[src/rtl/jpeg_top.sv]
// Luminance-only JPEG DC encoder: RGB565 camera bytes -> 8x8 block averages ->
// DC difference -> Huffman codeword (category code + magnitude bits) per block.
package huffman_pkg;
    typedef struct packed {
        logic        valid;
        logic [31:0] data;
        logic [5:0]  len;
        logic        sop;
        logic        eop;
    } HuffmanBus_t;
endpackage

module jpeg_top #(
    parameter int WIDTH  = 512,
    parameter int HEIGHT = 512
) (
    input  logic                     clk,
    input  logic                     rst_n,
    input  logic                     pclk,
    input  logic                     vsync,
    input  logic                     href,
    input  logic [7:0]               data,
    output huffman_pkg::HuffmanBus_t out
);
    localparam int CW = $clog2(WIDTH + 1);
    localparam int RW = $clog2(HEIGHT + 1);
    localparam int NB = WIDTH / 8;
    localparam int BW = (NB > 1) ? $clog2(NB) : 1;
    localparam logic [CW-1:0] WMAX  = CW'(WIDTH);
    localparam logic [CW-1:0] CLAST = CW'(WIDTH - 1);
    localparam logic [RW-1:0] HMAX  = RW'(HEIGHT);
    localparam logic [RW-1:0] RLAST = RW'(HEIGHT - 1);

    logic unused_pclk;
    assign unused_pclk = pclk;

    logic          armed, href_d, phase, first_blk;
    logic [7:0]    hi;
    logic [CW-1:0] col;
    logic [RW-1:0] row;
    logic [13:0]   acc [NB];

    logic [7:0]    r8, g8, b8, y;
    logic [15:0]   y_sum;
    logic [BW-1:0] blk_idx;
    logic [13:0]   acc_base, acc_nxt;
    logic          pix_ok, blk_done, last_blk;

    always_comb begin
        r8       = {hi[7:3], hi[7:5]};
        g8       = {hi[2:0], data[7:5], hi[2:1]};
        b8       = {data[4:0], data[4:2]};
        y_sum    = 16'd77 * {8'b0, r8} + 16'd150 * {8'b0, g8} + 16'd29 * {8'b0, b8};
        y        = y_sum[15:8];
        blk_idx  = col[3 +: BW];
        pix_ok   = armed && !vsync && href && phase && (col < WMAX) && (row < HMAX);
        // first pixel of a block's top row restarts that column's sum
        acc_base = (row[2:0] == 3'd0 && col[2:0] == 3'd0) ? 14'd0 : acc[blk_idx];
        acc_nxt  = acc_base + {6'b0, y};
        blk_done = pix_ok && (row[2:0] == 3'd7) && (col[2:0] == 3'd7);
        last_blk = (row == RLAST) && (col == CLAST);
    end

    always_ff @(posedge clk) begin
        if (!rst_n) begin
            armed     <= 1'b0;
            href_d    <= 1'b0;
            phase     <= 1'b0;
            col       <= '0;
            row       <= '0;
            first_blk <= 1'b0;
        end else if (vsync) begin
            armed     <= 1'b1;
            href_d    <= 1'b0;
            phase     <= 1'b0;
            col       <= '0;
            row       <= '0;
            first_blk <= 1'b1;
        end else begin
            href_d <= href;
            phase  <= href ? ~phase : 1'b0;
            if (href_d && !href) begin
                row <= (row == HMAX) ? row : row + 1'b1;
                col <= '0;
            end else if (href && phase && col != WMAX) begin
                col <= col + 1'b1;
            end
            if (blk_done) first_blk <= 1'b0;
        end
    end

    always_ff @(posedge clk) begin
        if (href && !phase) hi <= data;
        if (pix_ok) acc[blk_idx] <= acc_nxt;
    end

    // 3-register pipeline: block dc, then diff/category, then codeword
    logic [1:0] vld_pipe;
    logic [8:0] s1_dc, pred, diff, s2_diff, absd, mag_src;
    logic       s1_sop, s1_eop, s2_sop, s2_eop;
    logic [3:0] cat, s2_cat;
    logic [5:0] code, codelen;

    always_comb begin
        diff = s1_dc - pred;
        absd = diff[8] ? (9'd0 - diff) : diff;
        cat  = 4'd0;
        for (int i = 0; i < 8; i++)
            if (absd[i]) cat = 4'(i + 1);
    end

    always_comb begin
        mag_src = s2_diff[8] ? (s2_diff - 9'd1) : s2_diff;
        code    = 6'b0;
        codelen = 6'd2;
        case (s2_cat)
            4'd0:    begin code = 6'b000000; codelen = 6'd2; end
            4'd1:    begin code = 6'b000010; codelen = 6'd3; end
            4'd2:    begin code = 6'b000011; codelen = 6'd3; end
            4'd3:    begin code = 6'b000100; codelen = 6'd3; end
            4'd4:    begin code = 6'b000101; codelen = 6'd3; end
            4'd5:    begin code = 6'b000110; codelen = 6'd3; end
            4'd6:    begin code = 6'b001110; codelen = 6'd4; end
            4'd7:    begin code = 6'b011110; codelen = 6'd5; end
            default: begin code = 6'b111110; codelen = 6'd6; end
        endcase
    end

    always_ff @(posedge clk) begin
        if (!rst_n || vsync) begin
            vld_pipe <= 2'b0;
            pred     <= 9'd0;
        end else begin
            vld_pipe <= {vld_pipe[0], blk_done};
            if (vld_pipe[0]) pred <= s1_dc;
        end
    end

    always_ff @(posedge clk) begin
        s1_dc   <= {1'b0, acc_nxt[13:6]} - 9'd128;
        s1_sop  <= first_blk;
        s1_eop  <= last_blk;
        s2_diff <= diff;
        s2_cat  <= cat;
        s2_sop  <= s1_sop;
        s2_eop  <= s1_eop;
    end

    always_ff @(posedge clk) begin
        if (!rst_n || vsync || !vld_pipe[1]) begin
            out <= '0;
        end else begin
            out <= '{valid: 1'b1,
                     data:  (32'(code) << s2_cat) |
                            (32'(mag_src) & ((32'd1 << s2_cat) - 32'd1)),
                     len:   codelen + 6'(s2_cat),
                     sop:   s2_sop,
                     eop:   s2_eop};
        end
    end
endmodule

[config.mk]
export PLATFORM = sky130hd
export DESIGN_NAME = jpeg_top
export DESIGN_NICKNAME = d
export VERILOG_FILES = /design/src/rtl/jpeg_top.sv
export SDC_FILE = /design/constraint.sdc
export NUM_CORES = 1
export LEC_CHECK = 0
export BUFFER_PORTS_ARGS = -buffer_cell sky130_fd_sc_hd__buf_2
export CAP_MARGIN = 40
export CORE_AREA = 2 2 236 413
export DETAILED_ROUTE_END_ITERATION = 10
export DIE_AREA = 0 0 238 415
export GPL_TIMING_DRIVEN = 0
export SLEW_MARGIN = 5
export SYNTH_ARGS = -nofsm -noshare
export SYNTH_HDL_FRONTEND = slang
export SYNTH_SLANG_ARGS = --single-unit
[constraint.sdc]
create_clock -name clk -period 10.5 [get_ports clk]
set_input_delay 0.525 -clock clk [delete_from_list [all_inputs] [get_ports clk]]
set_output_delay 0.525 -clock clk [all_outputs]
set_load 0.005 [all_outputs]
==> out/metrics.csv, run 1 <==
stage,metric,value,unit
place,hpwl,80300,um
run,maxCapViolCount,0,
worst_hold_path,min_from,href,
floorplan,die_area,0.0988,mm^2
synth,ys_warn_count,0,
critical_path,cpMostUsedCell,fa_1,
route,postRouteAntennaNets,0,
layout,syn_to_final_growth,14.9,%
place,dp.cells,3666,
synth,synth_top_family_by_area,multiplexers,
floorplan,num_io_pins,54,
sta,setup_violations,0,
sta,final_max_slew_viol_count,0,
critical_path,crit_type,reg2reg,
clock_tree,cts_buffers,87,
route,drt_iter0_drc,1761,
global_route,antenna_found_initial,1,
clock_tree,htree_levels,3,
synth,synth.top_cell.area_share,63.7,%
sta,post-route-period-util,93.8,%
synth,yosys.area_share.simple,4.18,%
synth,async_flop_share,0,%
global_route,grt_pass1_vias,23300,
critical_path,cp-start-kind,register,
sta,fmax,102,MHz
layout,fill_cells,7533,
synth,synth.cell_area,0.0426,mm^2
critical_path,rr_worst_depth,27,
synth,synth_compound_area_share,2.37,%
sta,skew,34.7,ps
critical_path,crit_arrival,10360,ps
critical_path,r2r_slack,650,ps
critical_path,worstSetupEndpointType,register,
sta,tightest_slew,902,ps
critical_path,cp_slowest_stage_delay,680,ps
clock_tree,insertion_delay,700,ps
worst_hold_path,hold_path.class,in2reg,
route,wirelength,111000,um
route,wl_met2,61500,um
route,detail_route.wl_per_cell,29.0,um
run_status,outcome,"finished, final reports clean",
place,io_buffers,40,
sta,slew_headroom,39.8,%
floorplan,rows,150,
route,dr.pass1.iters,5,
global_route,grt_use_total,22.9,%
clock_tree,clk_pin_slew,70,ps
synth,synth_xor_area_share,1.16,%
floorplan,die_w,238,um
synth,yosysSeqAreaShare,68.5,%
floorplan,die_height,415,um
critical_path,crit_family,adder cells,
clock_tree,cts_root_buffer,clkbuf_16,
critical_path,reg2reg_from,hi[1],
sta,finalHoldViolations,0,
layout,diodes,0,
layout,nets,2725,
floorplan,start_util,44.7,%
global_route,overflow,0,
sta,period_needed,9850,ps
critical_path,required,11020,ps
synth,post_synth_num_cell_types,73,
critical_path,r2r-end,acc[59][13],
floorplan,core,0.0953,mm^2
route,drc,0,
critical_path,crit_cells,27,
layout,layout-drive-gt1-share,26.4,%
synth,synth_area_leaders,"edfxtp_1 64%, mux4_2 15%, dfxtp_1 4.7%",
route,viasPerCell,5.80,
clock_tree,clock_sinks,1005,
route,dr_total_vias,22200,
worst_hold_path,min_to,href_d,
synth,ys.flop_type,edfxtp_1,
synth,ys_seq_elements,1005,
synth,avgSynthCellArea,18.6,um^2
synth,synth_edf_count,904,
layout,final_cells,3825,
place,gp_congestion,0.911,
synth,synthAdderAreaFrac,6.09,%
synth,synth_mux_area_share,15.5,%
route,top_layer,met4,
clock_tree,cts_buffer_depth,3,
clock_tree,cts_setup_buffers,0,
global_route,grt_pass1_wl,161000,um
sta,rsz0062_at_grt,false,
worst_hold_path,holdPathStages,2,
synth,syn_inst,2295,
critical_path,crit_slowest_cell,or4b_2,
clock_tree,ctsHoldBuffers,0,
clock_tree,cts_tree,yes,
route,wl_met1,37900,um
synth,yosysTopAreaCell,edfxtp_1,
global_route,grt_max_degree,65,
route,met3_length,5440,um
critical_path,path_buf_inv,3,
clock_tree,cts_resized,0,
critical_path,worstPathMaxFanout,21,
[stage by stage]
step / utilization [%] / worst slack, ps / TNS, ps / hold slack, ps / cell area, um^2
2_1_floorplan: - / 494 / 0 / 310 / 42600
3_3_place_gp: 46.5 / -2530 / -1218320 / 314 / 44400
3_5_place_dp: 48.4 / 622 / 0 / 320 / 46200
4_1_cts: 51.3 / 547 / 0 / 55.9 / 49000
5_1_grt: 51.3 / 212 / 0 / 93.3 / 49000
6_report: 51.3 / 655 / 0 / 87.9 / 49000
[logic make-up (layout without fill, tap and decap cells)]
family / count (synthesis) / in the layout
mux: 308 / 308
compound gates: 155 / 155
flops: 1005 / 1005
simple gates: 377 / 377
other cells: 1 / 12
fa+ha+maj: 173 / 173
buf+inv: 222 / 525
xor+xnor: 54 / 54
[final cells by class]
type	count	area [um^2]	share of cell area (%)
multi-input combinational	1079	12800	26.1
buffer	105	532	1.09
clock buffer	115	2370	4.83
tap	1216	1520	3.11
sequential	1005	29200	59.6
inverter	117	439	0.897
timing repair buffer	144	1760	3.60
clock inverter	44	398	0.813
[cell usage in the layout (no fill, tap or decap), types with 9 or more instances in the layout]
master,Yosys,layout
o21ai_0,20,20
o21a_1,11,11
clkbuf_16,0,90
nor3_1,28,28
and3_1,10,10
xor2_1,28,26
nand3_1,19,19
conb_1,1,12
nor2b_1,31,31
edfxtp_1,904,904
inv_1,116,118
buf_8,0,67
ha_1,116,115
mux2i_1,20,20
buf_2,29,72
clkinv_2,0,12
a21o_1,10,9
nor2_2,0,60
buf_1,16,15
a22oi_1,10,10
buf_6,4,22
nor2_1,171,110
nand2_1,55,55
buf_12,0,11
xnor2_1,24,20
clkinv_1,1,15
fa_1,57,56
nand2b_1,10,10
mux4_2,279,279
buf_4,18,20
a21oi_1,54,52
clkbuf_1,38,60
or3_1,9,9
dfxtp_1,101,101
[worst reg2reg max path: cells and delay by family, from the launching register on]
| kind | cells | cell delay [ps] |
|---|---|---|
| compound gates | 5 | 1330 |
| xor+xnor | 3 | 1230 |
| fa+ha+maj | 11 | 4740 |
| buf+inv | 3 | 500 |
| flops | 1 | 660 |
| simple gates | 5 | 1210 |
[cells in the mapped netlist, types with 11 or more instances]
| cell | count |
|---|---|
| edfxtp_1 | 904 |
| inv_1 | 116 |
| clkbuf_1 | 38 |
| nor3_1 | 28 |
| nand2_1 | 55 |
| ha_1 | 116 |
| nand3_1 | 19 |
| buf_4 | 18 |
| o21ai_0 | 20 |
| dfxtp_1 | 101 |
| mux2i_1 | 20 |
| a21oi_1 | 54 |
| xor2_1 | 28 |
| mux4_2 | 279 |
| nor2_1 | 171 |
| nor2b_1 | 31 |
| fa_1 | 57 |
| xnor2_1 | 24 |
| buf_2 | 29 |
| o21a_1 | 11 |
| buf_1 | 16 |
[flip-flops by register name (all words and copies together) (netlist names), 2 cells and up, named ones only]
signal,count
acc,896
col,10
hi,8
out,29
pred,8
row,10
s1_dc,8
s2_cat,4
s2_diff,9
vld_pipe,2
[how the worst max path moves through the flow]
| stage | start | to | slack (ps) |
|---|---|---|---|
| floorplan | data[7] | acc[0][13] | 490 |
| global placement | hi[1] | acc[8][7] | -2530 |
| detailed placement | hi[1] | acc[52][13] | 620 |
| CTS | hi[1] | acc[53][13] | 550 |
| global route | hi[1] | acc[53][13] | 210 |
| finish | hi[1] | acc[59][13] | 650 |
[per-layer routing]
| metal | global-route usage, % | up-vias |
|---|---|---|
| li1 | - | 9505 |
| met1 | 25.1 | 11800 |
| met2 | 42.9 | 715 |
| met3 | 3.34 | 199 |
| met4 | 11.6 | 0 |
| met5 | 0 | - |
Power of run 1 is left out: the tool's default activity adds up to more than one toggle a clock period on the data nets, which glitch-free logic cannot reach.
==> inputs of run 2 (changes only) <==
Settings changed: CORE_AREA 2 2 236 413 to 2 2 210 367, DIE_AREA 0 0 238 415 to 0 0 212 369, PLACE_DENSITY set to 0.76.
==> out/metrics.csv, run 2 (same netlist as run 1, synthesis figures left out) <==
stage,metric,value,unit,change
sta,finalHoldViolations,0,,unchanged
layout,diodes,0,,unchanged
critical_path,cp_slowest_stage_delay,700,ps,was 680 ps
critical_path,crit_arrival,10450,ps,"was 10,360 ps"
floorplan,start_util,56.8,%,was 44.7%
route,dr_total_vias,23100,,"was 22,200"
clock_tree,cts_setup_buffers,0,,unchanged
clock_tree,cts_tree,yes,,unchanged
place,gp_congestion,0.924,,was 0.911
sta,period_needed,9940,ps,was 9850 ps
sta,fin_hold_ws,86.6,ps,was 87.9 ps
layout,syn_to_final_growth,14.1,%,was 14.9%
sta,skew,47.0,ps,was 34.7 ps
sta,fmax,101,MHz,was 102 MHz
worst_hold_path,holdPathStages,2,,unchanged
worst_hold_path,hold_path.class,in2reg,,unchanged
route,postRouteAntennaNets,0,,unchanged
layout,final_cells,3616,,"was 3,825"
layout,layout_common_cells,"904 x edfxtp_1, 279 x mux4_2, 122 x nor2_1, 116 x inv_1, 115 x ha_1",,"was 904 x edfxtp_1, 279 x mux4_2, 118 x inv_1, 115 x ha_1, 110 x nor2_1"
layout,final_util,64.8,%,was 51.3%
critical_path,path_buf_inv,3,,unchanged
global_route,antenna_found_initial,1,,unchanged
critical_path,cpMostUsedCell,fa_1,,unchanged
global_route,grt_use_total,29.6,%,was 22.9%
layout,largest_reg_flops,896,,unchanged
clock_tree,cts_buffers,84,,was 87
clock_tree,clk_pin_slew,70,ps,about the same
route,wirelength,112000,um,"was 111,000 um"
sta,final_max_slew_viol_count,0,,unchanged
critical_path,cp-start-kind,register,,unchanged
floorplan,die_height,369,um,was 415 um
route,detail_route.wl_per_cell,30.9,um,was 29.0 um
clock_tree,ctsHoldBuffers,0,,unchanged
sta,fin_setup_tns,0,ps,unchanged
run,maxCapViolCount,0,,unchanged
critical_path,worstPathMaxFanout,36,,was 21
sta,setup_violations,0,,unchanged
critical_path,crit_slowest_cell,or4b_2,,unchanged
global_route,grt_pass1_vias,24100,,"was 23,300"
sta,tightest_slew,954,ps,was 902 ps
critical_path,r2r_slack,560,ps,was 650 ps
place,dp.cells,3459,,"was 3,666"
route,dr.pass1.iters,5,,unchanged
critical_path,rr_worst_depth,28,,was 27
floorplan,rows,133,,was 150
place,io_buffers,40,,unchanged
route,drc,0,,unchanged
sta,post-route-period-util,94.6,%,was 93.8%
floorplan,num_io_pins,54,,unchanged
clock_tree,cts_root_buffer,clkbuf_16,,unchanged
clock_tree,cts_buffer_depth,3,,unchanged
clock_tree,htree_levels,3,,unchanged
route,drt_iter0_drc,2606,,"was 1,761"
worst_hold_path,min_to,href_d,,unchanged
layout,layout-drive-gt1-share,26.5,%,was 26.4%
global_route,grt_pass1_wl,162000,um,"was 161,000 um"
critical_path,crit_family,adder cells,,unchanged
sta,rsz0062_at_grt,false,,unchanged
floorplan,die_w,212,um,was 238 um
clock_tree,insertion_delay,700,ps,about the same
place,hpwl,77000,um,"was 80,300 um"
sta,slew_headroom,36.2,%,was 39.8%
run_status,outcome,"finished, final reports clean",,unchanged
worst_hold_path,min_from,href,,unchanged
global_route,overflow,0,,unchanged
layout,layout_commonest_cell,edfxtp_1,,unchanged
critical_path,r2r-end,acc[29][12],,was acc[59][13]
clock_tree,cts_resized,0,,unchanged
critical_path,worstSetupEndpointType,register,,unchanged
critical_path,crit_type,reg2reg,,unchanged
layout,nets,2721,,"was 2,725"
layout,top_register,acc,,unchanged
clock_tree,clock_sinks,1005,,unchanged
global_route,grt_max_degree,53,,was 65
critical_path,required,11020,ps,about the same
route,viasPerCell,6.38,,was 5.80
critical_path,reg2reg_from,hi[1],,unchanged
floorplan,core,0.0751,mm^2,was 0.0953 mm^2
floorplan,die_area,0.0782,mm^2,was 0.0988 mm^2
layout,reg_top3,"acc (896), out (29)",,unchanged
[run 2: worst max-delay path by stage]
stage	depth (start not counted)	startpoint	end
6_report	28	hi[1]	acc[29][12]
5_1_grt	28	hi[1]	acc[30][12]
4_1_cts	28	hi[1]	acc[30][12]
3_5_place_dp	28	hi[1]	acc[28][12]
3_3_place_gp	25	hi[1]	acc[32][13]
2_1_floorplan	25	data[7]	acc[0][13]
[run 2: layout make-up]
| cell class | instances | area, um^2 |
|---|---|---|
| well taps | 1012 | 1270 |
| multi-input cells | 1079 | 12700 |
| flip-flops and latches | 1005 | 29200 |
| inverters | 117 | 439 |
| fillers | 4815 | 26400 |
| repair buffers | 143 | 1650 |
| clock inverters | 54 | 583 |
| plain buffers | 105 | 528 |
| clock buffers | 101 | 2260 |
[run 2: through the flow]
step,area (um^2),setup slack (ps)
global route,48600,200
finish,48600,562
global placement,44100,-2140
detailed placement,45800,588
floorplan,42600,494
CTS,48600,557
[run 2: layer usage]
metal | vias to the layer above | track usage [%] | part of all wire, % | wire length, um
met5 | - | 0 | 0.015 | 17
met4 | 2 | 22.4 | 8.9 | 9980
met3 | 360 | 4.36 | 7.6 | 8500
met2 | 1319 | 51.6 | 52 | 58500
met1 | 11900 | 32.5 | 31 | 34700
li1 | 9505 | - | - | -
[run 2: worst reg2reg max path, delay by kind of cell, from the launching register on]
| family | cells | cell delay, ps |
|---|---|---|
| AO/OA/AOI/OAI | 6 | 1280 |
| adder cells (fa/ha/maj) | 11 | 4900 |
| buffers and inverters | 3 | 590 |
| XOR/XNOR | 3 | 650 |
| flip-flops | 1 | 660 |
| AND/OR/NAND/NOR | 5 | 1680 |
Power of run 2 is left out for the same reason.
==> inputs of run 3 (changes only) <==
Settings changed: CORE_AREA 2 2 210 367 to 2 2 205 358, DIE_AREA 0 0 212 369 to 0 0 207 360.
Clock period 10.5 ns to 12 ns, I/O delays scaled along.
==> out/metrics.csv, run 3 (same netlist as run 1, synthesis figures left out) <==
stage,metric,value,unit,change
route,wirelength,112000,um,about the same
critical_path,cp-start-kind,register,,unchanged
global_route,antenna_found_initial,0,,was 1
clock_tree,clock_sinks,1005,,unchanged
clock_tree,ctsHoldBuffers,0,,unchanged
clock_tree,cts_resized,0,,unchanged
critical_path,crit_slowest_cell,or4b_2,,unchanged
critical_path,worstPathMaxFanout,20,,was 36
layout,syn_to_final_growth,13.6,%,was 14.1%
sta,skew,36.0,ps,was 47.0 ps
critical_path,reg2reg_from,hi[1],,unchanged
clock_tree,cts_tree,yes,,unchanged
layout,layout-drive-gt1-share,26.1,%,was 26.5%
layout,layout_commonest_cell,edfxtp_1,,unchanged
floorplan,die_w,207,um,was 212 um
floorplan,num_io_pins,54,,unchanged
global_route,grt_pass1_wl,162000,um,about the same
sta,post-route-period-util,84.1,%,was 94.6%
floorplan,core,0.0716,mm^2,was 0.0751 mm^2
route,dr.pass1.iters,6,,was 5
run_status,outcome,"finished, final reports clean",,unchanged
sta,finalHoldViolations,0,,unchanged
layout,fin_area,0.0484,mm^2,was 0.0486 mm^2
clock_tree,cts_setup_buffers,0,,unchanged
route,postRouteAntennaNets,0,,unchanged
critical_path,worstSetupEndpointType,register,,unchanged
clock_tree,cts_buffers,84,,unchanged
layout,nets,2719,,"was 2,721"
global_route,grt_pass1_vias,24000,,"was 24,100"
layout,layout_common_cells,"904 x edfxtp_1, 279 x mux4_2, 119 x nor2_1, 117 x inv_1, 115 x ha_1",,"was 904 x edfxtp_1, 279 x mux4_2, 122 x nor2_1, 116 x inv_1, 115 x ha_1"
run,maxCapViolCount,0,,unchanged
clock_tree,insertion_delay,660,ps,was 700 ps
clock_tree,cts_root_buffer,clkbuf_16,,unchanged
layout,fill_cells,4502,,"was 4,815"
place,placed_cell_area,0.0456,mm^2,was 0.0458 mm^2
critical_path,crit_type,reg2reg,,unchanged
floorplan,start_util,59.5,%,was 56.8%
sta,tightest_slew,967,ps,was 954 ps
sta,setup_violations,0,,unchanged
place,gp_congestion,0.949,,was 0.924
floorplan,rows,130,,was 133
critical_path,crit_cells,27,,was 28
global_route,grt_use_total,30.5,%,was 29.6%
clock_tree,clk_pin_slew,70,ps,about the same
global_route,grt_max_degree,52,,was 53
floorplan,die_height,360,um,was 369 um
critical_path,crit_family,adder cells,,unchanged
sta,rsz0062_at_grt,false,,unchanged
route,drc,0,,unchanged
layout,reg_top3,"acc (896), out (29)",,unchanged
clock_tree,htree_levels,3,,unchanged
clock_tree,cts_buffer_depth,3,,unchanged
sta,slew_headroom,35.5,%,was 36.2%
place,hpwl,78300,um,"was 77,000 um"
sta,fmax,99.1,MHz,was 101 MHz
layout,top_register,acc,,unchanged
critical_path,crit_arrival,10570,ps,"was 10,450 ps"
critical_path,path_buf_inv,3,,unchanged
critical_path,required,12470,ps,"was 11,020 ps"
layout,regArea,0.0292,mm^2,unchanged
route,drt_iter0_drc,2775,,"was 2,606"
place,io_buffers,40,,unchanged
sta,final_max_slew_viol_count,0,,unchanged
critical_path,crit_path_start,hi[1],,unchanged
critical_path,cpMostUsedCell,fa_1,,unchanged
route,dr_total_vias,22900,,"was 23,100"
global_route,overflow,0,,unchanged
worst_hold_path,holdPathStages,2,,unchanged
sta,period_needed,10090,ps,was 9940 ps
layout,largest_reg_flops,896,,unchanged
critical_path,rr_worst_depth,27,,was 28
worst_hold_path,min_from,href,,unchanged
layout,multi_input_comb_area,0.0127,mm^2,about the same
route,detail_route.wl_per_cell,31.8,um,was 30.9 um
floorplan,die_area,0.0745,mm^2,was 0.0782 mm^2
route,viasPerCell,6.50,,was 6.38
critical_path,cp_slowest_stage_delay,700,ps,about the same
worst_hold_path,hold_path.class,in2reg,,unchanged
run 3: stage by stage:
stage	setup WS, ps	hold WS (ps)	setup TNS (ps)	util [%]	std cells
after floorplan	1920	310	0	-	2306
after global placement	-993	315	-263230	61.5	3270
after detailed placement	1970	312	0	63.8	3368
after CTS	1940	181	0	67.5	3522
after global routing	1570	215	0	67.6	3525
final	1910	200	0	67.6	3527
run 3: final cells by class:
type,count,area share [%]
clock inverter,53,0.882
buffer,105,1.09
clock buffer,101,4.71
tap,924,2.39
sequential,1005,60.3
inverter,117,0.908
multi-input combinational,1079,26.3
timing repair buffer,141,3.38
antenna,2,0.0103
run 3: metal layers:
| layer | GRT usage (%) | routed length [um] |
|---|---|---|
| met2 | 53.1 | 58600 |
| met5 | 0 | 0 |
| met4 | 23.1 | 10200 |
| met3 | 4.78 | 8260 |
| met1 | 33.7 | 35200 |
run 3: worst paths after layout:
path / slack (ps) / endpoint
setup / recovery: 1910 / acc[50][13]
hold / removal: 200 / href_d
setup reg to reg: 1910 / acc[50][13]
hold reg to reg: 320 / s2_eop
Power of run 3 is left out for the same reason.
